**src/rtl/usrt_serializer_p.sv**
```systemverilog
// USRT transmit path: baud divider, 1-deep holding buffer with valid/ready,
// and a start/data/parity/stop frame FSM driving Rx on each uClk tick.
module usrt_serializer_p #(
  parameter int DATA_W     = 8,
  parameter int CLK_DIV    = 80,
  parameter int PARITY_EN  = 1,
  parameter int PARITY_ODD = 0,
  parameter int STOP_BITS  = 1
) (
  input  logic              pClk,
  input  logic              uRst,
  input  logic              en,
  input  logic [DATA_W-1:0] tx_data,
  input  logic              tx_valid,
  output logic              tx_ready,
  output logic              uClk,
  output logic              Rx,
  output logic              busy,
  output logic              frame_done
);

  localparam int DIV_W = $clog2(CLK_DIV);
  localparam int IDX_W = $clog2(DATA_W + 1);

  typedef enum logic [2:0] {
    S_IDLE,
    S_START,
    S_DATA,
    S_PARITY,
    S_STOP
  } state_t;

  state_t              r_state;
  logic [DIV_W-1:0]    r_div;
  logic [DATA_W-1:0]   r_hold;
  logic                r_hold_full;
  logic [DATA_W-1:0]   r_shift;
  logic [IDX_W-1:0]    r_idx;
  logic [1:0]          r_stop_cnt;
  logic                r_par;
  logic                r_rx;
  logic                r_frame_done;

  logic                w_tick;
  logic                w_accept;

  assign w_tick     = (r_div == DIV_W'(CLK_DIV - 1));
  assign w_accept   = tx_valid & ~r_hold_full & en;

  assign uClk       = w_tick;
  assign tx_ready   = ~r_hold_full;
  assign Rx         = r_rx;
  assign busy       = (r_state != S_IDLE);
  assign frame_done = r_frame_done;

  always_ff @(posedge pClk or posedge uRst) begin
    if (uRst) begin
      r_div <= '0;
    end else if (!en || w_tick) begin
      r_div <= '0;
    end else begin
      r_div <= r_div + DIV_W'(1);
    end
  end

  always_ff @(posedge pClk or posedge uRst) begin
    if (uRst) begin
      r_state      <= S_IDLE;
      r_hold       <= '0;
      r_hold_full  <= 1'b0;
      r_shift      <= '0;
      r_idx        <= '0;
      r_stop_cnt   <= '0;
      r_par        <= 1'b0;
      r_rx         <= 1'b0;
      r_frame_done <= 1'b0;
    end else begin
      r_frame_done <= 1'b0;
      // accept and load are exclusive: accept needs hold empty, load needs it full
      if (w_accept) begin
        r_hold      <= tx_data;
        r_hold_full <= 1'b1;
      end
      if (!en) begin
        r_state <= S_IDLE;
        r_rx    <= 1'b0;
      end else if (w_tick) begin
        case (r_state)
          S_IDLE: begin
            if (r_hold_full) begin
              r_rx        <= 1'b1;
              r_shift     <= r_hold;
              r_hold_full <= 1'b0;
              r_par       <= (PARITY_ODD != 0);
              r_state     <= S_START;
            end else begin
              r_rx <= 1'b0;
            end
          end
          S_START: begin
            r_rx    <= r_shift[0];
            r_par   <= r_par ^ r_shift[0];
            r_shift <= {1'b0, r_shift[DATA_W-1:1]};
            r_idx   <= IDX_W'(1);
            r_state <= S_DATA;
          end
          S_DATA: begin
            if (r_idx < IDX_W'(DATA_W)) begin
              r_rx    <= r_shift[0];
              r_par   <= r_par ^ r_shift[0];
              r_shift <= {1'b0, r_shift[DATA_W-1:1]};
              r_idx   <= r_idx + IDX_W'(1);
            end else if (PARITY_EN != 0) begin
              r_rx    <= r_par;
              r_state <= S_PARITY;
            end else begin
              r_rx       <= 1'b0;
              r_stop_cnt <= 2'd1;
              r_state    <= S_STOP;
            end
          end
          S_PARITY: begin
            r_rx       <= 1'b0;
            r_stop_cnt <= 2'd1;
            r_state    <= S_STOP;
          end
          S_STOP: begin
            if (r_stop_cnt == 2'(STOP_BITS)) begin
              r_frame_done <= 1'b1;
              if (r_hold_full) begin
                r_rx        <= 1'b1;
                r_shift     <= r_hold;
                r_hold_full <= 1'b0;
                r_par       <= (PARITY_ODD != 0);
                r_state     <= S_START;
              end else begin
                r_rx    <= 1'b0;
                r_state <= S_IDLE;
              end
            end else begin
              r_rx       <= 1'b0;
              r_stop_cnt <= r_stop_cnt + 2'd1;
            end
          end
          default: begin
            r_rx    <= 1'b0;
            r_state <= S_IDLE;
          end
        endcase
      end
    end
  end

endmodule

```
**config.mk**
```make
export PLATFORM = sky130hd
export DESIGN_NAME = usrt_serializer_p
export DESIGN_NICKNAME = d
export VERILOG_FILES = /design/src/rtl/usrt_serializer_p.sv
export SDC_FILE = /design/constraint.sdc
export NUM_CORES = 1
export LEC_CHECK = 0
export CORE_MARGIN = 3
export CORE_UTILIZATION = 50
export CTS_BUF_LIST = sky130_fd_sc_hd__clkbuf_8
export DETAILED_ROUTE_END_ITERATION = 7
export MAX_ROUTING_LAYER = met4
export PLACE_DENSITY = 0.71
export RECOVER_POWER = 50
export SYNTH_ARGS = -nofsm -noshare
export SYNTH_HDL_FRONTEND = slang
export SYNTH_SLANG_ARGS = --single-unit
```
**constraint.sdc**
```tcl
create_clock -name pClk -period 3.7 [get_ports pClk]
set_input_delay 0.555 -clock pClk [delete_from_list [all_inputs] [get_ports pClk]]
set_output_delay 0.555 -clock pClk [all_outputs]
set_load 0.1 [all_outputs]
```
Yosys cells after proc, flatten, opt, wreduce, memory -nomap -nowiden
Cells that the tools add are included.
Storage, ports and cells
  bits in registers: 36
  output and inout bits: 5
  logic and storage cells: 78
Operators by class
  $add $sub $neg: 3
  order comparisons: 1
  equality and inequality tests: 13
  mux-type cells: 36
  bitwise operators: 4
  reduce and logical (&&, ||, !) cells: 11
Operators with widths (number)
  $pmux 8 s4: 1
  $mux 8: 3
  $mux 1: 18
  $mux 3: 5
  $pmux 3 s5: 1
  $reduce_and 4->1: 3
  $ne 3x3->1 const B: 3
  $pmux 1 s4: 2
  $pmux 4 s2: 1
  $add 7x1->7 const B: 1
  $eq 7x7->1 const B: 1
  $mux 7: 1
  $eq 3x2->1 const B: 2
  $ne 2x2->1 const B: 3
  $reduce_and 5->1: 1
  $add 4x1->4 const B: 1
  $lt 4x4->1 const B: 1
  $mux 4: 1
  $pmux 2 s2: 1
  $reduce_bool 2->1: 2
  $reduce_bool 4->1: 1
  $eq 3x1->1 const B: 1
  $eq 3x3->1 const B: 1
  $logic_not 3->1: 1
  11 further kinds: 12

Longest topological paths before layout
  word-level depth: 9
  depth in mapped cells: 7

Worst setup path before layout
No wires, ideal clock.
  kind: reg-to-output
  from: register r_div[0]
  to: output port uClk
  arrival: 1505 ps
  data required time: 3145 ps
  path slack: 1640 ps
  cell stages (with the launch flop): 6
  path through: dfrtp_1 ha_1 nand3_1 or3_1 clkbuf_1 inv_2
On the way
  longest elaborated chain between the ends: 1
Ends and longest elaborated chain
  start, declared: line 34  | logic [DIV_W-1:0] r_div;
  start signal, assigned: line 62  | r_div <= r_div + DIV_W'(1);
  $eq 7x7->1: line 47  | assign w_tick = (r_div == DIV_W'(CLK_DIV - 1));
  end, declared: line 16  | output logic uClk,
No other way between the ends.

Worst setup path after layout
  from: register r_state[0]
  to: output port busy
On the way
  longest elaborated chain between the ends: 1
Ends and longest elaborated chain
  start, declared: line 33  | state_t r_state;
  start signal, assigned: line 68  | r_state <= S_IDLE;
  start signal, assigned: line 85  | r_state <= S_IDLE;
  start signal, assigned: line 95  | r_state <= S_START;
  $reduce_bool 3->1: line 53  | assign busy = (r_state != S_IDLE);
  end, declared: line 18  | output logic busy,
No other way between the ends.

==> flow_summary.yaml <==
sta:
  maxSlewViolCount: 37
  hold_ws_ps: 469
  post-route-period-util_pct: 75.1
  skew_ps: 7.73
  setup_tns_ps: 0
  relSlewSlack_pct: -25.9
  period_minus_slack_ps: 2780
  setup_ws_ps: 920
  final-setup-viol-count: 0
  rsz0062_at_grt: "false"
  worst_pin_slew_ps: 1890
  hold_viol: 0
  clock.fmax_mhz: 360
final_layout:
  area_growth_syn_to_layout_pct: 14.3
  layout.nets: 195
  regArea_um2: 901
  num-fill-cells: 278
  antenna-diode-count: 0
  layout-drive-gt1-share_pct: 13.3
  multiInputGateArea_um2: 818
  fin_area_mm2: 0.00207
setup_path:
  crit_type: "reg -> out"
  timing.rr.start: "r_div[0]"
  timing.rr.end: "r_idx[1]"
  reg2reg_slack_ps: 1620
  required_ps: 3140
  crit_arrival_ps: 2230
  startpoint: "r_state[0]"
  start_kind: "register"
  r2r_cells: 5
  crit_end: "busy"
  endpoint_kind: "output pin"
  cp_max_fo: 15
global_route:
  grt_pass1_wl_mm: 5.91
  grt.total_usage_pct: 18.6
  grt_max_degree: 37
  gr-total-overflow: 0
  grt_pass1_vias: 1301
  antenna_found_initial: 0
detailed_routing:
  dr.pass1.iters: 4
  wl_per_cell_um: 15.4
  drtIter0Drc: 134
  vias_per_cell: 5.86
  ant_nets: 0
  routed_wl_mm: 3.48
  drc_errors: 0
  vias: 1325
floorplan:
  die_w_um: 66.2
  dieArea_mm2: 0.00438
  initial_core_util_pct: 53.0
  rows: 21
  fp.coreArea_mm2: 0.00342
  ios: 17
  chipHeight_um: 66.2
power:
  pwr-share-seq_pct: 54.3
  p_switching_mw: 0.214
  clockPowerShare_pct: 33.9
  power_frac_comb_pct: 11.8
  power.total_mw: 0.850
  p_int_mw: 0.636
  p_per_area_mw_per_mm2: 411
  p_leak_nw: 0.951
  ir_drop_mv: 0.277
  power.share.switching_pct: 25.1
run_status:
  status: "complete, but fails checks"
  violations: "capacitance limit, slew limit"
logic_synthesis:
  synth_fp_nets: 179
  syn_area_mm2: 0.00181
  synthFlopType: "dfrtp_1"
  async_reset_ff_share_pct: 100
  synth.distinct_cells: 48
  postSynthCellCount: 163
  synth_area_leaders: "dfrtp_1 (50%), mux2_2 (5.6%), and3_1 (4.1%), a221o_1 (3.9%), ha_1 (2.8%)"
  ys_ff_latch: 36
  yosysTopAreaCell: "dfrtp_1"
  yosysWarnings: 0
  synth_top_area_share_pct: 49.8
  syn_area_per_cell_um2: 11.1
  seq_area_frac_synth_pct: 49.8
  synth_edf_count: 0
placement:
  hpwl_mm: 2.41
  place_congestion: 0.809
  port_buffers: 16
  post-place-ws_ps: 983
  dpl_cell_area_mm2: 0.00198
clock_tree:
  numCtsBuffers: 5
  insertion_delay_ps: 290
  cts.sinks: 36
  ctsHoldBuffers: 0
  cts_resized: 0
  cts_tree: "built"
  htree_levels: 2
  cts.path.max_buffers: 2
  cts.root.buffer_cell: "clkbuf_8"
  post-cts-setup-buffer-count: 0
  clk_pin_slew_ps: 80
flow_run:
  drv_cap: 1
min_path:
  hold_class: "reg -> reg"
cells in the final DEF (no fill, tap or decap), types with 3 or more instances in the layout:
cell type | synthesis | layout
and2_1 | 3 | 3
nor2_1 | 7 | 7
o21ai_0 | 4 | 4
a221o_1 | 7 | 7
a31oi_1 | 3 | 3
nand2b_1 | 4 | 4
dfrtp_1 | 36 | 36
mux2_2 | 9 | 9
ha_1 | 4 | 4
inv_1 | 6 | 7
and3_1 | 12 | 12
nand2_1 | 6 | 6
a21oi_1 | 3 | 3
clkdlybuf4s50_1 | 0 | 13
clkbuf_8 | 0 | 6
nor2b_1 | 4 | 4
nor3_1 | 3 | 3
nand3_1 | 6 | 6
power by group through the flow:
stage	registers, mW	logic [mW]	clock network [mW]
floorplan	0.457	0.0746	0
global placement	0.465	0.0981	0
detailed placement	0.468	0.103	0
CTS	0.460	0.104	0.299
global route	0.466	0.111	0.313
finish	0.462	0.100	0.288
per-stage QoR:
| step | util [%] | cells |
|---|---|---|
| 2_1_floorplan | - | 163 |
| 3_3_place_gp | 57.9 | 218 |
| 3_5_place_dp | 57.9 | 218 |
| 4_1_cts | 60.7 | 226 |
| 5_1_grt | 60.6 | 226 |
| 6_report | 60.6 | 226 |
area by class of cell:
| class | instances | share of cell area [%] |
|---|---|---|
| multi-input cells | 110 | 39.5 |
| inverters | 8 | 1.45 |
| clock inverters | 2 | 0.544 |
| well taps | 46 | 2.78 |
| clock buffers | 6 | 3.99 |
| repair buffers | 18 | 8.16 |
| flip-flops and latches | 36 | 43.5 |
Yosys cell counts (2+ instances only):
| master | n |
|---|---|
| a21boi_0 | 2 |
| a21boi_1 | 2 |
| a21oi_1 | 3 |
| a221o_1 | 7 |
| a31oi_1 | 3 |
| and2_1 | 3 |
| and3_1 | 12 |
| buf_4 | 3 |
| buf_6 | 2 |
| clkbuf_1 | 3 |
| dfrtp_1 | 36 |
| ha_1 | 4 |
| inv_1 | 6 |
| inv_2 | 2 |
| mux2_2 | 9 |
| mux2i_1 | 2 |
| nand2_1 | 6 |
| nand2b_1 | 4 |
| nand3_1 | 6 |
| nand3b_1 | 2 |
| nor2_1 | 7 |
| nor2b_1 | 4 |
| nor3_1 | 3 |
| o21ai_0 | 4 |
| o21ai_1 | 2 |
| or3_1 | 2 |
| xnor2_1 | 2 |
| xor2_1 | 2 |
worst min path at each step:
stage | to | cells past startpoint | from | slack [ps]
floorplan | r_div[0] | 1 | r_div[0] | 420
CTS | r_div[0] | 1 | r_div[0] | 470
global route | r_div[0] | 1 | r_div[0] | 480
global placement | r_div[0] | 1 | r_div[0] | 440
detailed placement | r_div[0] | 1 | r_div[0] | 460
finish | r_div[0] | 1 | r_div[0] | 470
critical path, cell delays in order, from the launching register on:
cell             delay [ps]
dfrtp_1                 630
or3_1                   180
clkdlybuf4s50_1        1120
cells by family after synthesis:
group	synth area share, %
AO/OA/AOI/OAI	16.0
adder cells (fa/ha/maj)	2.76
multiplexers	6.70
flip-flops	49.8
AND/OR/NAND/NOR	17.8
buffers and inverters	5.04
XOR/XNOR	1.94
layer usage:
layer / GRT usage [%] / vias up / share of wire (%)
met5: - / - / 0
met4: 11.4 / 0 / 2.2
met3: 3.06 / 6 / 4.7
met2: 27.3 / 38 / 49
met1: 24.1 / 656 / 44
li1: - / 625 / -
sequential cells by signal, summed over array words and instances (netlist names):
signal and count:
r_hold_full 1, r_par 1, r_idx 4, r_state 3, r_div 7, frame_done 1, Rx 1, r_shift 8
r_hold 8, r_stop_cnt 2
Note: power is estimated with default switching activity, not from simulation.
